[src/rtl/edge_det_pkg.sv]
// rtl/edge_det_pkg.sv - mode encodings and popcount shared by edge_detector_multi (optional EDGE_DETECTOR_DEBOUNCE_EN)
package edge_det_pkg;

   localparam logic [1:0] MODE_OFF  = 2'b00;
   localparam logic [1:0] MODE_RISE = 2'b01;
   localparam logic [1:0] MODE_FALL = 2'b10;
   localparam logic [1:0] MODE_BOTH = 2'b11;

   // popcount works on a fixed-width vector; callers zero-extend their channel vector
   localparam int POP_MAX_W = 64;
   localparam int POP_W     = 7;

   function automatic logic [POP_W-1:0] popcount(input logic [POP_MAX_W-1:0] vec);
      logic [POP_W-1:0] cnt;
      cnt = '0;
      for (int i = 0; i < POP_MAX_W; i++) begin
         cnt = cnt + POP_W'(vec[i]);
      end
      return cnt;
   endfunction

endpackage

[src/rtl/edge_chan.sv]
// rtl/edge_chan.sv - one channel: synchroniser, optional debounce (EDGE_DETECTOR_DEBOUNCE_EN), edge pulse
module edge_chan
   import edge_det_pkg::*;
#(
   parameter int SYNC_STAGES = 2,
   parameter int DEBOUNCE    = 4
) (
   input  logic       clk,
   input  logic       rst_n,
   input  logic       in,
   input  logic [1:0] mode,
   output logic       pulse
);

   if (SYNC_STAGES < 1 || DEBOUNCE < 1) begin : g_param_check
      $error("edge_chan: SYNC_STAGES and DEBOUNCE must be >= 1");
   end

   logic [SYNC_STAGES-1:0] sync_q;
   logic                   s;
   logic                   f;
   logic                   prev;
   logic                   rise;
   logic                   fall;

   always_ff @(posedge clk or negedge rst_n) begin
      if (!rst_n) begin
         sync_q <= '0;
      end else begin
         sync_q[0] <= in;
         for (int i = 1; i < SYNC_STAGES; i++) begin
            sync_q[i] <= sync_q[i-1];
         end
      end
   end

   assign s = sync_q[SYNC_STAGES-1];

`ifdef EDGE_DETECTOR_DEBOUNCE_EN
   localparam int CW = $clog2(DEBOUNCE + 1);

   logic [CW-1:0] db_cnt;
   logic          f_q;

   // filtered level only follows s after DEBOUNCE consecutive differing cycles
   always_ff @(posedge clk or negedge rst_n) begin
      if (!rst_n) begin
         db_cnt <= '0;
         f_q    <= 1'b0;
      end else if (s == f_q) begin
         db_cnt <= '0;
      end else if (db_cnt == CW'(DEBOUNCE - 1)) begin
         f_q    <= s;
         db_cnt <= '0;
      end else begin
         db_cnt <= db_cnt + CW'(1);
      end
   end

   assign f = f_q;
`else
   assign f = s;
`endif

   assign rise = f & ~prev;
   assign fall = ~f & prev;

   always_ff @(posedge clk or negedge rst_n) begin
      if (!rst_n) begin
         prev  <= 1'b0;
         pulse <= 1'b0;
      end else begin
         prev <= f;
         case (mode)
            MODE_RISE: pulse <= rise;
            MODE_FALL: pulse <= fall;
            MODE_BOTH: pulse <= rise | fall;
            default:   pulse <= 1'b0;
         endcase
      end
   end

endmodule

[src/rtl/edge_detector_multi.sv]
// rtl/edge_detector_multi.sv - multi-channel edge detector with sticky flags and saturating event counter
// Optional debounce filter per channel enabled by EDGE_DETECTOR_DEBOUNCE_EN.
module edge_detector_multi
   import edge_det_pkg::*;
#(
   parameter int WIDTH       = 2,
   parameter int SYNC_STAGES = 2,
   parameter int DEBOUNCE    = 4,
   parameter int CNT_W       = 8
) (
   input  logic                 clk,
   input  logic                 rst_n,
   input  logic [WIDTH-1:0]     entrada,
   input  logic [2*WIDTH-1:0]   mode,
   input  logic [WIDTH-1:0]     clear,
   input  logic                 count_clr,
   output logic [WIDTH-1:0]     detector,
   output logic [WIDTH-1:0]     sticky,
   output logic [CNT_W-1:0]     event_count
);

   localparam int SUM_W = CNT_W + POP_W;

   logic [POP_W-1:0] pop;
   logic [SUM_W-1:0] sum;

   for (genvar i = 0; i < WIDTH; i++) begin : g_chan
      edge_chan #(
         .SYNC_STAGES(SYNC_STAGES),
         .DEBOUNCE   (DEBOUNCE)
      ) u_chan (
         .clk  (clk),
         .rst_n(rst_n),
         .in   (entrada[i]),
         .mode (mode[2*i+1:2*i]),
         .pulse(detector[i])
      );
   end

   assign pop = popcount(POP_MAX_W'(detector));
   assign sum = SUM_W'(event_count) + SUM_W'(pop);

   // a new pulse beats a simultaneous clear so no event is silently dropped from sticky
   always_ff @(posedge clk or negedge rst_n) begin
      if (!rst_n) begin
         sticky      <= '0;
         event_count <= '0;
      end else begin
         sticky <= (sticky & ~clear) | detector;
         if (count_clr) begin
            event_count <= '0;
         end else if (sum > SUM_W'({CNT_W{1'b1}})) begin
            event_count <= '1;
         end else begin
            event_count <= sum[CNT_W-1:0];
         end
      end
   end

endmodule

[config.mk]
export PLATFORM = sky130hd
export DESIGN_NAME = edge_detector_multi
export DESIGN_NICKNAME = d
export VERILOG_FILES = /design/src/rtl/edge_det_pkg.sv /design/src/rtl/edge_chan.sv /design/src/rtl/edge_detector_multi.sv
export SDC_FILE = /design/constraint.sdc
export NUM_CORES = 1
export LEC_CHECK = 0
export ABC_CLOCK_PERIOD_IN_PS = 4100
export CAP_MARGIN = 20
export CORE_UTILIZATION = 24
export CTS_CLUSTER_SIZE = 40
export DETAILED_ROUTE_END_ITERATION = 6
export GPL_ROUTABILITY_DRIVEN = 1
export SKIP_CTS_REPAIR_TIMING = 1
export SYNTH_ARGS = -nofsm -noshare
export SYNTH_HDL_FRONTEND = slang
export SYNTH_SLANG_ARGS = --single-unit
[constraint.sdc]
create_clock -name clk -period 4.1 [get_ports clk]
set_input_delay 0.82 -clock clk [delete_from_list [all_inputs] [get_ports clk]]
set_output_delay 0.82 -clock clk [all_outputs]
set_load 0.005 [all_outputs]
==> results of run 1 <==
## flip-flops by register name, indices dropped and copies added (netlist names)
register              flops
sticky                    2
g_chan.u_chan.pulse       2
g_chan.u_chan.prev        2
g_chan.u_chan.sync_q      4
event_count               8
## worst min path at each step
stage	to	cells past startpoint
after floorplan	g_chan[0].u_chan.sync_q[1]$_DFF_PN0_	0
after global placement	g_chan[0].u_chan.sync_q[1]$_DFF_PN0_	0
after detailed placement	g_chan[0].u_chan.sync_q[1]$_DFF_PN0_	0
after CTS	g_chan[0].u_chan.sync_q[1]$_DFF_PN0_	0
after global routing	g_chan[0].u_chan.sync_q[1]$_DFF_PN0_	0
final	g_chan[0].u_chan.sync_q[1]$_DFF_PN0_	0
## cell type report
cell class	instances	area share (%)
clock buffers	4	3.30
inverters	8	2.73
multi-input cells	40	28.0
flip-flops and latches	18	41.0
well taps	44	5.01
repair buffers	22	20.0
## cell usage after synthesis (all sizes together)
master   n
nor3     1
fa       1
o211ai   2
a31oi    2
o21ai    3
inv      8
dfrtp   18
a21oi    5
buf      3
xor2     1
nor4b    1
nand2    5
or3      1
nor3b    1
nand4    2
and4b    1
a211oi   1
and4     1
ha       5
xnor2    1
a21o     2
nand3    3
o21bai   1
## logic make-up (layout without fill, tap and decap cells)
group,count (synthesis),count (layout)
XOR/XNOR,2,2
adder cells (fa/ha/maj),6,6
buffers and inverters,11,34
flip-flops,18,18
AND/OR/NAND/NOR,16,16
AO/OA/AOI/OAI,16,16
## per-stage QoR
| stage | area [um^2] | hold WS [ns] | worst slack (ns) | cells |
|---|---|---|---|---|
| CTS | 1100 | 0.361 | 1.90 | 136 |
| global placement | 1060 | 0.334 | 2.25 | 132 |
| finish | 1100 | 0.358 | 1.91 | 136 |
| detailed placement | 1060 | 0.337 | 2.23 | 132 |
| global route | 1100 | 0.371 | 1.85 | 136 |
| floorplan | 807 | 0.331 | 2.33 | 69 |
## layer usage
layer  part of all wire (%)  GRT usage (%)  up-vias  wire length (um)
met2                     48           14.6       15               716
met5                      0              0        -                 0
met1                     46           12.2      290               686
met3                    4.3           3.25        2                64
met4                   0.81           3.99        0                12
li1                       -              -      285                 -
## power by group
group	switching [mW]	internal, mW	leakage [nW]	total, mW
clock	0.0546	0.0540	0.0210	0.109
sequential	0.00960	0.189	0.230	0.199
combinational	0.0212	0.0331	0.244	0.0543
total	0.0854	0.276	0.495	0.362
==> impl_metrics.env, run 1 <==
export IMPL_hpwl_um=1100
export IMPL_synth_seq_area_share_pct=55.8
export IMPL_grt_max_degree=19
export IMPL_cts_made_buffers=3
export IMPL_syn_area_per_cell_um2=11.7
export IMPL_synth_fp_nets=86
export IMPL_nets=110
export IMPL_r2r_setup_slack_ns=2.22
export IMPL_critPathArrivalTime_ns=1.37
export IMPL_cts_tree="yes"
export IMPL_fill_cells=309
export IMPL_finalHoldViolCount=0
export IMPL_multi_input_area_um2=308
export IMPL_critical_path_depth=1
export IMPL_yosysTopAreaCellShare_pct=55.8
export IMPL_finClkSkew_ns=0.00314
export IMPL_grt_usage_pct=9.52
export IMPL_final_cell_mix="clkdlybuf4s50_1 (22), dfrtp_1 (18), inv_1 (8)"
export IMPL_yosys_register_bits=18
export IMPL_rsz0062_at_grt="no"
export IMPL_grt_overflow=0
export IMPL_vias=592
export IMPL_crit_start="event_count[5]$_DFF_PN0_"
export IMPL_io_pins=23
export IMPL_ant_nets=0
export IMPL_synth_top_family_by_area="simple AND/OR/NAND/NOR gates"
export IMPL_syn_area_um2=807
export IMPL_root_buffer="clkbuf_4"
export IMPL_cp_slowest_cell="clkdlybuf4s50_1"
export IMPL_gp_congestion=0.796
export IMPL_die_area_mm2=0.00360
export IMPL_start_kind="flip-flop"
export IMPL_r2r_start="event_count[0]$_DFF_PN0_"
export IMPL_cp_num_buf_inv=1
export IMPL_ir_drop_mv=0.0879
export IMPL_synth_compound_area_share_pct=12.1
export IMPL_syn_inst=69
export IMPL_die_h_um=60.0
export IMPL_rows=20
export IMPL_core_mm2=0.00313
export IMPL_period_share_pct=53.4
export IMPL_clockBufferDepth=2
export IMPL_crit_chain="clkdlybuf4s50_1"
export IMPL_drtIter0Drc=5
export IMPL_grt_pass1_wl_um=2500
export IMPL_synth_distinct_cells=25
export IMPL_cp_top_family="buffers and inverters"
export IMPL_hp_start="g_chan[0].u_chan.sync_q[0]$_DFF_PN0_"
export IMPL_wl_um=1480
export IMPL_post_route_util_pct=35.2
export IMPL_synth_top_cell_by_area="dfrtp_1"
export IMPL_synth_fa_ha_area_share_pct=10.2
export IMPL_cellPowerDensity_mw_per_mm2=329
export IMPL_hold_class="flip-flop to flip-flop"
export IMPL_rr_endpoint="event_count[7]$_DFF_PN0_"
export IMPL_drv_slew=0
export IMPL_wl_per_cell_um=10.9
export IMPL_yosysWarnings=0
export IMPL_fin_setup_tns_ns=0
export IMPL_crit_type="flip-flop to output pin"
export IMPL_cp_max_fo=8
export IMPL_final_common_cell="clkdlybuf4s50_1"
export IMPL_diodes=0
export IMPL_power_uw=362
export IMPL_clkTransAtPathRegs_ns=0.10
export IMPL_post_synth_main_area_contributors="dfrtp_1 (56%), ha_1 (7.8%), inv_1 (3.7%)"
export IMPL_htree_levels=1
export IMPL_r2r_cells=5
export IMPL_final_setup_viol_count=0
export IMPL_max_freq_ghz=0.457
export IMPL_regArea_um2=450
export IMPL_maxSlewHeadroom_pct=49.8
export IMPL_outcome="finished, final reports clean"
export IMPL_dieWidth_um=60.0
export IMPL_cp_slowest_stage_delay_ns=0.56
export IMPL_synth_mux_area_share_pct=0
export IMPL_synth_xor_area_share_pct=2.17
export IMPL_synth_simple_gate_area_share_pct=13.6
export IMPL_cp_end_kind="output pin"
export IMPL_fin_crit_ns=2.19
export IMPL_grt_pass1_vias=568
export IMPL_remaining_drc_errors=0
export IMPL_dr_pass1_iters=4
export IMPL_cap_violations=0
export IMPL_antenna_found_initial=0
export IMPL_worst_pin_slew_ns=0.750
export IMPL_cp_endpoint="event_count[5]"
export IMPL_area_growth_pct=36.3
export IMPL_worstSkewPairLatency_ns=0.29
export IMPL_initial_core_util_pct=25.8
export IMPL_vias_per_cell=4.35
export IMPL_drive_above_1_share_pct=6.52
export IMPL_portBuffers=22
export IMPL_clock_sinks=18
export IMPL_p_leak_nw=0.495
export IMPL_cp_required_ns=3.28
No activity file was read; power rests on OpenSTA's default activity.
==> run 2, diff against run 1 <==
--- a/config.mk
+++ b/config.mk
@@ -5,7 +5,7 @@
 export SDC_FILE = /design/constraint.sdc
 export NUM_CORES = 1
 export LEC_CHECK = 0
-export ABC_CLOCK_PERIOD_IN_PS = 4100
+export ABC_CLOCK_PERIOD_IN_PS = 1900
 export CAP_MARGIN = 20
 export CORE_UTILIZATION = 24
 export CTS_CLUSTER_SIZE = 40
==> constraint.sdc (replaced) <==
create_clock -name clk -period 1.9 [get_ports clk]
set_input_delay 0.38 -clock clk [delete_from_list [all_inputs] [get_ports clk]]
set_output_delay 0.38 -clock clk [all_outputs]
set_load 0.005 [all_outputs]
==> impl_metrics.env, run 2 (synthesis gave the netlist of run 1 again) <==
export IMPL_remaining_drc_errors=0
export IMPL_cap_violations=0
export IMPL_place_area_mm2=0.00107
export IMPL_swShare_pct=22.8
export IMPL_drv_slew=0
export IMPL_grt_usage_pct=9.20
export IMPL_ant_nets=0
export IMPL_r2r_start="event_count[0]$_DFF_PN0_"
export IMPL_clock_sinks=18
export IMPL_critPathArrivalTime_ns=1.93
export IMPL_root_buffer="clkbuf_4"
export IMPL_fin_ws_ns=0.134
export IMPL_r2r_cells=5
export IMPL_place_inst=133
export IMPL_antenna_found_initial=0
export IMPL_fin_crit_ns=1.77
export IMPL_rows=20
export IMPL_final_setup_viol_count=0
export IMPL_cp_required_ns=2.07
export IMPL_grt_pass1_vias=519
export IMPL_top_layer="met4"
export IMPL_largest_reg_flops=8
export IMPL_wl_met2_um=627
export IMPL_nets=111
export IMPL_reg_largest_list="event_count (8), g_chan.u_chan.sync_q (4)"
export IMPL_r2r_setup_slack_ns=0.13
export IMPL_crit_type="flip-flop to flip-flop"
export IMPL_wl_met1_um=715
export IMPL_final_common_cell="clkdlybuf4s50_1"
export IMPL_fin_setup_tns_ns=0
export IMPL_area_growth_pct=38.3
export IMPL_ir_drop_mv=0.315
export IMPL_post_route_util_pct=35.7
export IMPL_worst_pin_slew_ns=0.294
export IMPL_power_uw=775
export IMPL_p_leak_nw=0.498
export IMPL_htree_levels=1
export IMPL_power_frac_clock_pct=29.5
export IMPL_die_area_mm2=0.00360
export IMPL_post_place_ws_ns=0.0199
export IMPL_hold_class="flip-flop to flip-flop"
export IMPL_cellPowerDensity_mw_per_mm2=695
export IMPL_grt_max_degree=19
export IMPL_dr_wl_met3_um=65
export IMPL_dieWidth_um=60.0
export IMPL_design_area_mm2=0.00112
export IMPL_die_h_um=60.0
export IMPL_largest_register="event_count"
export IMPL_dr_pass1_iters=3
export IMPL_holdWs_ns=0.360
export IMPL_cp_max_fo=5
export IMPL_clockBufferDepth=2
export IMPL_gp_congestion=0.744
export IMPL_hold_depth=0
export IMPL_initial_core_util_pct=25.8
export IMPL_whs_endpoint="g_chan[0].u_chan.sync_q[1]$_DFF_PN0_"
export IMPL_clkTransAtPathRegs_ns=0.10
export IMPL_stdcell_count=137
export IMPL_comb_power_share_pct=15.2
export IMPL_seqPwrFrac_pct=55.3
export IMPL_rsz0062_at_grt="no"
export IMPL_period_share_pct=93.0
export IMPL_finalHoldViolCount=0
export IMPL_worstSkewPairLatency_ns=0.29
export IMPL_portBuffers=22
export IMPL_p_sw_uw=177
export IMPL_fill_cells=318
export IMPL_diodes=0
export IMPL_maxSlewHeadroom_pct=80.3
export IMPL_rr_endpoint="event_count[7]$_DFF_PN0_"
export IMPL_core_mm2=0.00313
export IMPL_wl_um=1420
export IMPL_grt_pass1_wl_um=2340
export IMPL_finClkSkew_ns=0.00582
export IMPL_cts_made_buffers=3
export IMPL_cp_end_kind="flip-flop"
export IMPL_outcome="finished, final reports clean"
export IMPL_vias=575
export IMPL_wl_per_cell_um=10.4
export IMPL_start_kind="flip-flop"
export IMPL_final_cell_mix="clkdlybuf4s50_1 (22), dfrtp_1 (18), inv_1 (8)"
export IMPL_drtIter0Drc=9
export IMPL_hp_start="g_chan[0].u_chan.sync_q[0]$_DFF_PN0_"
export IMPL_cts_tree="yes"
export IMPL_grt_overflow=0
export IMPL_p_int_uw=598
export IMPL_io_pins=23
export IMPL_max_freq_ghz=0.566
export IMPL_vias_per_cell=4.20
export IMPL_drive_above_1_share_pct=9.68
## run 2: cell types whose count changed in the layout (fill, tap and decap cells not counted), sizes merged
cell	previous run	this run
buf	0	1
## run 2: per-layer routing
layer  GRT usage (%)  vias up
met4            3.99        0
met3            4.55        2
met2            13.7       13
met5               0        -
met1            11.2      271
li1                -      289
## run 2: cell type report
type	instances	area, um^2	area share, %
repair buffers	23	228	20.4
inverters	8	30.0	2.69
well taps	44	55.1	4.93
clock buffers	4	36.3	3.25
flip-flops and latches	18	450	40.4
multi-input cells	40	317	28.4
## run 2: power by group through the flow
stage	sequential [mW]	combinational (mW)	clock, mW
2_1_floorplan	0.435	0.0457	0
3_3_place_gp	0.436	0.117	0
3_5_place_dp	0.437	0.119	0
4_1_cts	0.429	0.120	0.246
5_1_grt	0.434	0.136	0.271
6_report	0.429	0.117	0.229
## run 2: worst max path at each step
stage / slack, ns / start / cells past startpoint / endpoint
2_1_floorplan: 0.13 / event_count[0]$_DFF_PN0_ / 5 / event_count[7]$_DFF_PN0_
3_3_place_gp: 0.08 / event_count[0]$_DFF_PN0_ / 5 / event_count[7]$_DFF_PN0_
3_5_place_dp: 0.02 / event_count[0]$_DFF_PN0_ / 5 / event_count[7]$_DFF_PN0_
4_1_cts: -0.007 / event_count[0]$_DFF_PN0_ / 5 / event_count[7]$_DFF_PN0_
5_1_grt: 0.05 / event_count[5]$_DFF_PN0_ / 1 / event_count[5]
6_report: 0.13 / event_count[0]$_DFF_PN0_ / 5 / event_count[7]$_DFF_PN0_
## run 2: worst max-delay path, stage by stage, from the launching register on
cell and delay [ns]:
dfrtp_1 0.41, fa_2 0.41, ha_1 0.23, and4_4 0.23, nor4b_2 0.28, nor3b_1 0.07
